`config.mk`:
```
export PLATFORM = sky130hd
export DESIGN_NAME = mul_pipe_rv_flat
export DESIGN_NICKNAME = d
export VERILOG_FILES = /design/src/rtl/mul_pipe_rv_if.sv /design/src/rtl/mul_pipe_rv.sv /design/src/flat_wrapper.sv
export SDC_FILE = /design/constraint.sdc
export NUM_CORES = 2
export LEC_CHECK = 0
export ABC_AREA = 1
export BUFFER_PORTS_ARGS = -buffer_cell sky130_fd_sc_hd__buf_2
export CORE_ASPECT_RATIO = 1.5
export CORE_MARGIN = 5
export CORE_UTILIZATION = 55
export CTS_BUF_LIST = sky130_fd_sc_hd__clkbuf_16
export CTS_CLUSTER_SIZE = 28
export DETAILED_ROUTE_END_ITERATION = 12
export PLACE_DENSITY_LB_ADDON = 0.25
export SETUP_SLACK_MARGIN = 0.3
export SLEW_MARGIN = 20
export SYNTH_ARGS = -nofsm -noshare
export SYNTH_HDL_FRONTEND = slang
export SYNTH_SLANG_ARGS = --single-unit
```
`constraint.sdc`:
```
create_clock -name clk -period 16.9 [get_ports clk]
set_input_delay 3.38 -clock clk [delete_from_list [all_inputs] [get_ports clk]]
set_output_delay 3.38 -clock clk [all_outputs]
set_load 0.02 [all_outputs]
```
`src/rtl/mul_pipe_rv_if.sv`:
```
// Handshake bundle for the pipelined RV M-extension multiplier.
// The issuing side (execute stage) uses master; the multiplier uses slave.
interface mul_pipe_rv_if #(
  parameter int XLEN  = 32,
  parameter int TAG_W = 5
);
  logic             in_valid;
  logic             in_ready;
  logic [1:0]       in_op;
  logic [XLEN-1:0]  in_a;
  logic [XLEN-1:0]  in_b;
  logic [TAG_W-1:0] in_tag;
  logic             out_valid;
  logic             out_ready;
  logic [XLEN-1:0]  out_result;
  logic [TAG_W-1:0] out_tag;

  modport master (
    output in_valid, in_op, in_a, in_b, in_tag, out_ready,
    input  in_ready, out_valid, out_result, out_tag
  );

  modport slave (
    input  in_valid, in_op, in_a, in_b, in_tag, out_ready,
    output in_ready, out_valid, out_result, out_tag
  );
endinterface

```
`src/rtl/mul_pipe_rv.sv`:
```
// Fully pipelined radix-8 Booth multiplier for MUL/MULH/MULHSU/MULHU.
// STAGES register stages plus an output register; valid/ready with bubble collapse and flush.
module mul_pipe_rv #(
  parameter int XLEN   = 32,
  parameter int STAGES = 4,
  parameter int TAG_W  = 5
) (
  input  logic          clk,
  input  logic          rst_n,
  input  logic          flush,
  mul_pipe_rv_if.slave  bus
);

  localparam int W2  = 2 * XLEN;
  localparam int NPP = (XLEN + 3) / 3;
  localparam int BW  = 3 * NPP + 1;

  typedef enum logic [1:0] {
    OP_MUL    = 2'b00,
    OP_MULH   = 2'b01,
    OP_MULHSU = 2'b10,
    OP_MULHU  = 2'b11
  } op_e;

  op_e op_in;
  logic a_sx, b_sx, take, in_ready;

  logic [STAGES:1]   v;
  logic [STAGES+1:1] en;

  logic [XLEN:0]      s1_a, s1_b;
  logic               s1_hi;
  logic [TAG_W-1:0]   s1_tag;

  logic [W2-1:0]      st_sum [2:STAGES];
  logic [W2-1:0]      st_car [2:STAGES];
  logic               st_hi  [2:STAGES];
  logic [TAG_W-1:0]   st_tag [2:STAGES];

  logic               out_valid_q;
  logic [XLEN-1:0]    out_result_q;
  logic [TAG_W-1:0]   out_tag_q;

  logic [W2-1:0] a_w, a3, mult, pp, t, sum_c, car_c, prod;
  logic [BW-1:0] b_w;
  logic [3:0]    grp;
  logic [2:0]    m;
  logic [XLEN-1:0] res;

  assign op_in = op_e'(bus.in_op);
  assign a_sx  = (op_in != OP_MULHU);
  assign b_sx  = (op_in == OP_MUL) || (op_in == OP_MULH);

  // A stage may load when it is empty or its successor is loading; the
  // chain starts at the output register, which frees up on out_ready.
  always_comb begin
    en = '0;
    en[STAGES+1] = !out_valid_q || bus.out_ready;
    for (int unsigned k = STAGES; k >= 1; k--) begin
      en[k] = !v[k] || en[k+1];
    end
  end

  assign in_ready = en[1] && !flush;
  assign take     = bus.in_valid && in_ready;

  always_ff @(posedge clk or negedge rst_n) begin
    if (!rst_n) begin
      v           <= '0;
      out_valid_q <= 1'b0;
    end else if (flush) begin
      v           <= '0;
      out_valid_q <= 1'b0;
    end else begin
      if (en[STAGES+1]) out_valid_q <= v[STAGES];
      for (int unsigned k = STAGES; k >= 2; k--) begin
        if (en[k]) v[k] <= v[k-1];
      end
      if (en[1]) v[1] <= take;
    end
  end

  // Booth digit from bits {b[3i+2], b[3i+1], b[3i], b[3i-1]}; b_w[0] is the implicit b[-1].
  always_comb begin
    a_w   = {{(XLEN-1){s1_a[XLEN]}}, s1_a};
    a3    = a_w + (a_w << 1);
    b_w   = {BW{s1_b[XLEN]}};
    b_w[XLEN+1:0] = {s1_b, 1'b0};
    sum_c = '0;
    car_c = '0;
    grp   = '0;
    m     = '0;
    mult  = '0;
    pp    = '0;
    t     = '0;
    for (int unsigned i = 0; i < NPP; i++) begin
      grp = b_w[3*i +: 4];
      m   = grp[3] ? ~grp[2:0] : grp[2:0];
      case (m)
        3'd1, 3'd2: mult = a_w;
        3'd3, 3'd4: mult = a_w << 1;
        3'd5, 3'd6: mult = a3;
        3'd7:       mult = a_w << 2;
        default:    mult = '0;
      endcase
      pp    = grp[3] ? (~mult + W2'(1)) : mult;
      pp    = pp << (3 * i);
      t     = sum_c ^ car_c ^ pp;
      car_c = ((sum_c & car_c) | (sum_c & pp) | (car_c & pp)) << 1;
      sum_c = t;
    end
  end

  assign prod = st_sum[STAGES] + st_car[STAGES];
  assign res  = st_hi[STAGES] ? prod[W2-1:XLEN] : prod[XLEN-1:0];

  always_ff @(posedge clk or negedge rst_n) begin
    if (!rst_n) begin
      s1_a         <= '0;
      s1_b         <= '0;
      s1_hi        <= 1'b0;
      s1_tag       <= '0;
      for (int unsigned k = 2; k <= STAGES; k++) begin
        st_sum[k] <= '0;
        st_car[k] <= '0;
        st_hi[k]  <= 1'b0;
        st_tag[k] <= '0;
      end
      out_result_q <= '0;
      out_tag_q    <= '0;
    end else begin
      if (take) begin
        s1_a   <= {a_sx & bus.in_a[XLEN-1], bus.in_a};
        s1_b   <= {b_sx & bus.in_b[XLEN-1], bus.in_b};
        s1_hi  <= (op_in != OP_MUL);
        s1_tag <= bus.in_tag;
      end
      if (en[2] && v[1]) begin
        st_sum[2] <= sum_c;
        st_car[2] <= car_c;
        st_hi[2]  <= s1_hi;
        st_tag[2] <= s1_tag;
      end
      for (int unsigned k = 3; k <= STAGES; k++) begin
        if (en[k] && v[k-1]) begin
          st_sum[k] <= st_sum[k-1];
          st_car[k] <= st_car[k-1];
          st_hi[k]  <= st_hi[k-1];
          st_tag[k] <= st_tag[k-1];
        end
      end
      if (en[STAGES+1] && v[STAGES]) begin
        out_result_q <= res;
        out_tag_q    <= st_tag[STAGES];
      end
    end
  end

  assign bus.in_ready   = in_ready;
  assign bus.out_valid  = out_valid_q;
  assign bus.out_result = out_result_q;
  assign bus.out_tag    = out_tag_q;

endmodule

```
`src/flat_wrapper.sv`:
```
// flat-port wrapper written by rule: the top's interface ports become plain ports
module mul_pipe_rv_flat 
#(
  parameter int XLEN   = 32,
  parameter int STAGES = 4,
  parameter int TAG_W  = 5
)
  (clk, rst_n, flush, bus_in_valid, bus_in_op, bus_in_a, bus_in_b, bus_in_tag, bus_out_ready, bus_in_ready, bus_out_valid, bus_out_result, bus_out_tag);
  mul_pipe_rv_if #(.XLEN(XLEN), .TAG_W(TAG_W)) bus_i ();
  input  logic clk;
  input  logic rst_n;
  input  logic flush;
  input wire logic [$bits(bus_i.in_valid)-1:0] bus_in_valid;
  input wire logic [$bits(bus_i.in_op)-1:0] bus_in_op;
  input wire logic [$bits(bus_i.in_a)-1:0] bus_in_a;
  input wire logic [$bits(bus_i.in_b)-1:0] bus_in_b;
  input wire logic [$bits(bus_i.in_tag)-1:0] bus_in_tag;
  input wire logic [$bits(bus_i.out_ready)-1:0] bus_out_ready;
  output wire logic [$bits(bus_i.in_ready)-1:0] bus_in_ready;
  output wire logic [$bits(bus_i.out_valid)-1:0] bus_out_valid;
  output wire logic [$bits(bus_i.out_result)-1:0] bus_out_result;
  output wire logic [$bits(bus_i.out_tag)-1:0] bus_out_tag;
  assign bus_i.in_valid = bus_in_valid;
  assign bus_i.in_op = bus_in_op;
  assign bus_i.in_a = bus_in_a;
  assign bus_i.in_b = bus_in_b;
  assign bus_i.in_tag = bus_in_tag;
  assign bus_i.out_ready = bus_out_ready;
  assign bus_in_ready = bus_i.in_ready;
  assign bus_out_valid = bus_i.out_valid;
  assign bus_out_result = bus_i.out_result;
  assign bus_out_tag = bus_i.out_tag;
  mul_pipe_rv #(.XLEN(XLEN), .STAGES(STAGES), .TAG_W(TAG_W)) u_core (.clk(clk), .rst_n(rst_n), .flush(flush), .bus(bus_i));
endmodule
```
-- After elaboration in Yosys (flattened, before gate mapping)
Cells that the tools add are included.
- register bits: 513
- bits in latches: 0
- memory bits (writable): 0
- ROM bits: 0
- input port bits: 76
- output and inout port bits: 39
- logic and storage cells: 303
- memories: 0
- add/subtract/negate cells: 13
- $mul: 0
- div/mod/pow operators: 0
- $lt $le $gt $ge: 0
- eq/ne operators: 79
- shift-type cells: 0
- mux-type cells: 41
- bitwise gates (word level): 89
- reductions and logical operators: 58
- operators with widths (cell ; number):
    AND 63 bit ; 28
    bitwise XOR 64 bit ; 19
    OR 63 bit ; 18
    case mux 64 bit (4 select lines) ; 1
    case mux 61 bit (4 select lines) ; 1
    case mux 58 bit (4 select lines) ; 1
    case mux 55 bit (4 select lines) ; 1
    case mux 52 bit (4 select lines) ; 1
    case mux 49 bit (4 select lines) ; 1
    case mux 46 bit (4 select lines) ; 1
    case mux 43 bit (4 select lines) ; 1
    case mux 40 bit (4 select lines) ; 1
    case mux 37 bit (4 select lines) ; 1
    case mux 34 bit (4 select lines) ; 1
    equality test 3 bit, second input constant ; 44
    equality test 3 x 2 -> 1 bit, second input constant ; 22
    OR reduction 2 bit ; 33
    adder 64 x 1 -> 64 bit, second input constant ; 1
    adder 64 bit ; 1
    two-way mux 64 bit ; 1
    NOT 64 bit ; 1
    adder 61 x 1 -> 61 bit, second input constant ; 1
    two-way mux 61 bit ; 1
    NOT 61 bit ; 1
    other kinds (42) ; 98

-- Longest topological paths before layout
- depth in word-level cells: 36
- depth in mapped cells: 50
- mapped depth without buffers: 50

-- Worst setup path before layout
Ideal clock, no wire load.
- kind: reg-to-reg
- start: register u_core.s1_a[1]
- end: register u_core.st_sum[189] (netlist bit)
- data arrival time: 8.658 ns
- required time: 16.834 ns
- slack: 8.176 ns
- cell stages (with the launch flop): 40
- period minus slack after synthesis: 8.724 ns
- path through: dfrtp_1 ha_1 fa_1 nand3_1 nand4_1 nand2_1 inv_1 nand2_1 nand3_1 nor2_1 nand2_1 nor3_2 nand4_1 nor3_1 nand2_1 nor3_2 nand3_1 nor2_1 [... 4 more ...] buf_4 nand2_1 ha_1 inv_1 fa_1 fa_1 fa_1 fa_1 fa_1 fa_1 inv_1 fa_1 inv_1 fa_1 inv_1 fa_1 nand2_1 nand2_1
- longest elaborated chain between the ends: 32
- elaborated cells between the ends (all ways): 105
- RTL lines (item ; line ; RTL):
    from (decl) ; mul_pipe_rv.sv:31 ; logic [XLEN:0] s1_a, s1_b;
    from (signal assigned) ; mul_pipe_rv.sv:133 ; s1_a <= {a_sx & bus.in_a[XLEN-1], bus.in_a};
    adder 33 x 34 -> 35 bit ; mul_pipe_rv.sv:86 ; a3 = a_w + (a_w << 1);
    case mux 64 bit (4 select lines) or case mux 61 bit (4 select lines) (tied branches) ; mul_pipe_rv.sv:99 ; case (m)
    NOT 64 bit or NOT 61 bit (tied branches) ; mul_pipe_rv.sv:106 ; pp = grp[3] ? (~mult + W2'(1)) : mult;
    adder 64 x 1 -> 64 bit or adder 61 x 1 -> 61 bit (tied branches) ; mul_pipe_rv.sv:106 ;
    two-way mux 64 bit or two-way mux 61 bit (tied branches) ; mul_pipe_rv.sv:106 ;
    bitwise XOR 64 bit or AND 63 bit (tied branches) ; mul_pipe_rv.sv:108, mul_pipe_rv.sv:109 ;
    AND 63 bit ; mul_pipe_rv.sv:109 ; car_c = ((sum_c & car_c) | (sum_c & pp) | (car_c & pp)) << 1;
    OR 63 bit (2 in series) ; mul_pipe_rv.sv:109 ;
    [... 13 more ...] ; -- ;
    OR 63 bit (2 in series) ; mul_pipe_rv.sv:109 ;
    AND 63 bit ; mul_pipe_rv.sv:109 ;
    OR 63 bit (2 in series) ; mul_pipe_rv.sv:109 ;
    AND 63 bit ; mul_pipe_rv.sv:109 ;
    OR 63 bit (2 in series) ; mul_pipe_rv.sv:109 ;
    bitwise XOR 64 bit ; mul_pipe_rv.sv:108 ; t = sum_c ^ car_c ^ pp;
    bitwise XOR 64 bit * ; mul_pipe_rv.sv:108 ;
    net u_core.sum_c[61] ; mul_pipe_rv.sv:44 ; logic [W2-1:0] a_w, a3, mult, pp, t, sum_c, car_c, prod;
    to (signal, indexed assignment) ; mul_pipe_rv.sv:146 ; st_sum[k] <= st_sum[k-1];
    to (decl) ; mul_pipe_rv.sv:35 ; logic [W2-1:0] st_sum [2:STAGES];
Mark *: on every way through the listed nets, which the timed path passes. The rest lies on a longest branch.
A chain may end at the register's enable or synchronous reset.

-- Worst setup path after layout
- start: register u_core.s1_a[1]
- end: register u_core.st_sum[172] (netlist bit)
Same word-level chain as after synthesis.

==> summary.txt <==
Routed vias/inst - 6.068
CTS max path bufs - 3
Setup tns final - 0 ps
Seq cells post-synth - 477
Total number of vias - 53171
Final GP Congestion - 1.051
Final period utilization - 66.32%
Drt first pass iters - 7
Cts hold-fix bufs - 0
ANT nets after route - 0
Final hold vios - 0
Width of the die - 265.9 um
# DRC - 0
Mapped Avg Cell Area - 7.138 um^2
Reg area - 11940 um^2
Rows - 140
Post-synthesis cell type count - 66
Count of final setup violators - 0
Yosys warning total - 0
Top cells by area, synth - dfrtp_1, fa_1, nand2_1, inv_1, ha_1
Core ar. - 97390 um^2
Cells after synthesis - 7567
Slowest cell on crit path - nor3_4
Critical Path Sink Type - flop
Top-count cell post-synth - nand2_1
Clock sinks - 477
GR Overflow Total - 0
F_max - 0.08922 GHz
Worst Hold Depth - 2
Critical path launch point type - flop
Min Tclk post-route - 11210 ps
DRT Wirelength - 218700 um
Cell taking the most area after synthesis - dfrtp_1
HPWL Detailed - 172200 um
P&R area growth vs syn - 5.453%
Depth of the most critical reg-to-reg path - 38
Root Driver - clkbuf_16
Synth Flop Type - dfrtp_1
Starting Density - 55.46%
Share of the synthesized area in the top cell type - 22.10%
Floorplan die height - 393.8 um
I/O Buffers - 114
Final Max Tran Viols - 0
Total global-route track usage - 40.66%
Die Area - 104700 um^2
Status - complete, no violations
Footprint of the multi-input gates - 36470 um^2
Post-CTS Repair Setup Buffers - 0
Number of enable flip-flop cells after synthesis - 0
Worst Hold Class - reg2reg
Synth cell count leaders - nand2_1, inv_1, nor2_1, dfrtp_1, a21oi_1
Resized cells post-CTS - 0
WP data required - 17450 ps
Post-layout nets - 8166
Crit-path max cell delay - 680 ps
Sequential area share after synthesis - 22.10%
Vias in the first global route - 53775
RSZ-0062 raised after global routing - false
Worst-path maximum fanout - 18
CTS tree - yes
First-pass GRT wire length - 325100 um
Worst-Margin Slew - 1269 ps
Max Cap Viol - 0
Register clock-pin slew on the reported worst setup and hold paths - 70 ps
Rel. slew slack - 15.42%
# fillers - 9239
Total CTS buffers - 48
Post-Syn Nets - 8293
Share of cells above drive strength 1 - 7.140%
Later-pin clock latency in the skew report - 690 ps
H-tree levels - 2
Asr flop ratio synth - 100.0%
Most used cell, CP - fa_1
Initial antenna violation count - 9
Arr. time, crit path - 11760 ps
1st-iter DRT viols - 5573
Clock Skew - 81.70 ps
Largest net degree at the start of global routing - 180
WS Path Type - reg2reg
Wire per inst - 24.97 um
Synth Cell Area - 54020 um^2
# IOs - 115
==> placed cells by master (no fill, tap or decap), types with 13 or more instances in the layout <==
master     Yosys  layout
a21oi_1      408     405
a22oi_1       14      14
a31oi_1       37      37
and2_1        13      13
buf_2         63     113
buf_4         18      94
clkbuf_16      0      48
clkinv_1      16      22
dfrtp_1      477     476
fa_1         407     407
ha_1         243     243
inv_1       1027    1035
inv_2         27      27
mux2_2        91      91
nand2_1     2032    2030
nand3_1      200     200
nand3_2       16      16
nand3b_1      13      13
nand4_1       93      93
nor2_1       707     704
nor2_2        19      21
nor3_1        42      42
nor3_2        14      14
o2111ai_1     41      41
o211ai_1      14      14
o21ai_0      389     382
o21ai_1        9      13
o221ai_1      26      26
o22ai_1      230     230
o31ai_1       36      36
or2_2         16      16
xnor2_1      191     191
xor2_1       224     224
==> per-layer routing <==
layer	global-route usage, %	share of wire, %
met1	44.03	34
met2	67.97	47
met3	7.423	7.8
met5	0	0.0059
met4	35.02	11
==> critical path, delay by kind of cell, from the launching register on <==
family / cells / cell delay, ps
AND/OR/NAND/NOR: 21 / 3870
AO/OA/AOI/OAI: 1 / 310
flip-flops: 1 / 330
adder cells (fa/ha/maj): 12 / 5830
buffers and inverters: 4 / 700
==> flip-flops by register name, summed over array words and instances, names as in the netlist <==
signal	count
u_core.st_sum	192
u_core.st_car	153
u_core.s1_a	33
u_core.s1_b	33
u_core.bus.out_result	32
u_core.st_tag	15
u_core.bus.out_tag	5
u_core.s1_tag	5
u_core.v	4
u_core.st_hi	3
u_core.bus.out_valid	1
u_core.s1_hi	1
==> worst paths after layout <==
kind,slack (ps),end,start
worst max-delay path,5690,u_core.st_sum[172],u_core.s1_a[1]
worst min-delay path,470,u_core.bus.out_tag[0],u_core.bus.out_tag[0]
worst max register to register,5690,u_core.st_sum[172],u_core.s1_a[1]
worst min register to register,470,u_core.bus.out_tag[0],u_core.bus.out_tag[0]
max in group asynchronous,11830,u_core.st_sum[62],rst_n
min in group asynchronous,2740,u_core.bus.out_tag[3],rst_n
==> stage by stage <==
step	setup slack (ps)	hold WS [ps]	area (um^2)	instances	util [%]
6_report	5692	470.6	56960	8762	58.49
2_1_floorplan	8176	438.0	54020	7567	-
4_1_cts	5852	471.1	56920	8756	58.44
3_5_place_dp	5925	454.4	55320	8667	56.80
5_1_grt	5312	488.1	56950	8758	58.48
3_3_place_gp	6083	451.3	55320	8667	56.80
==> final cells by class <==
| class | instances | area share [%] |
|---|---|---|
| Multi-Input combinational cell | 5632 | 64.03 |
| Sequential cell | 477 | 20.96 |
| Inverter | 1070 | 7.055 |
| Tap cell | 1278 | 2.807 |
| Timing Repair Buffer | 211 | 2.333 |
| Clock buffer | 48 | 2.109 |
| Clock inverter | 41 | 0.6875 |
| Antenna cell | 5 | 0.02197 |
==> logic make-up (layout without fill, tap and decap cells) <==
family                   after synthesis  count (layout)  synth area share (%)
AND/OR/NAND/NOR                     3213            3213                 24.43
buffers and inverters               1458            1370                 10.50
AO/OA/AOI/OAI                       1258            1258                 13.49
adder cells (fa/ha/maj)              650             650                 20.71
flip-flops                           477             477                 22.10
XOR/XNOR                             420             420                 6.879
multiplexers                          91              91                 1.897
other                                  0               5                     0
Power is not shown: default switching activity piles up to over one toggle a cycle in this logic, so the estimate is an artifact.
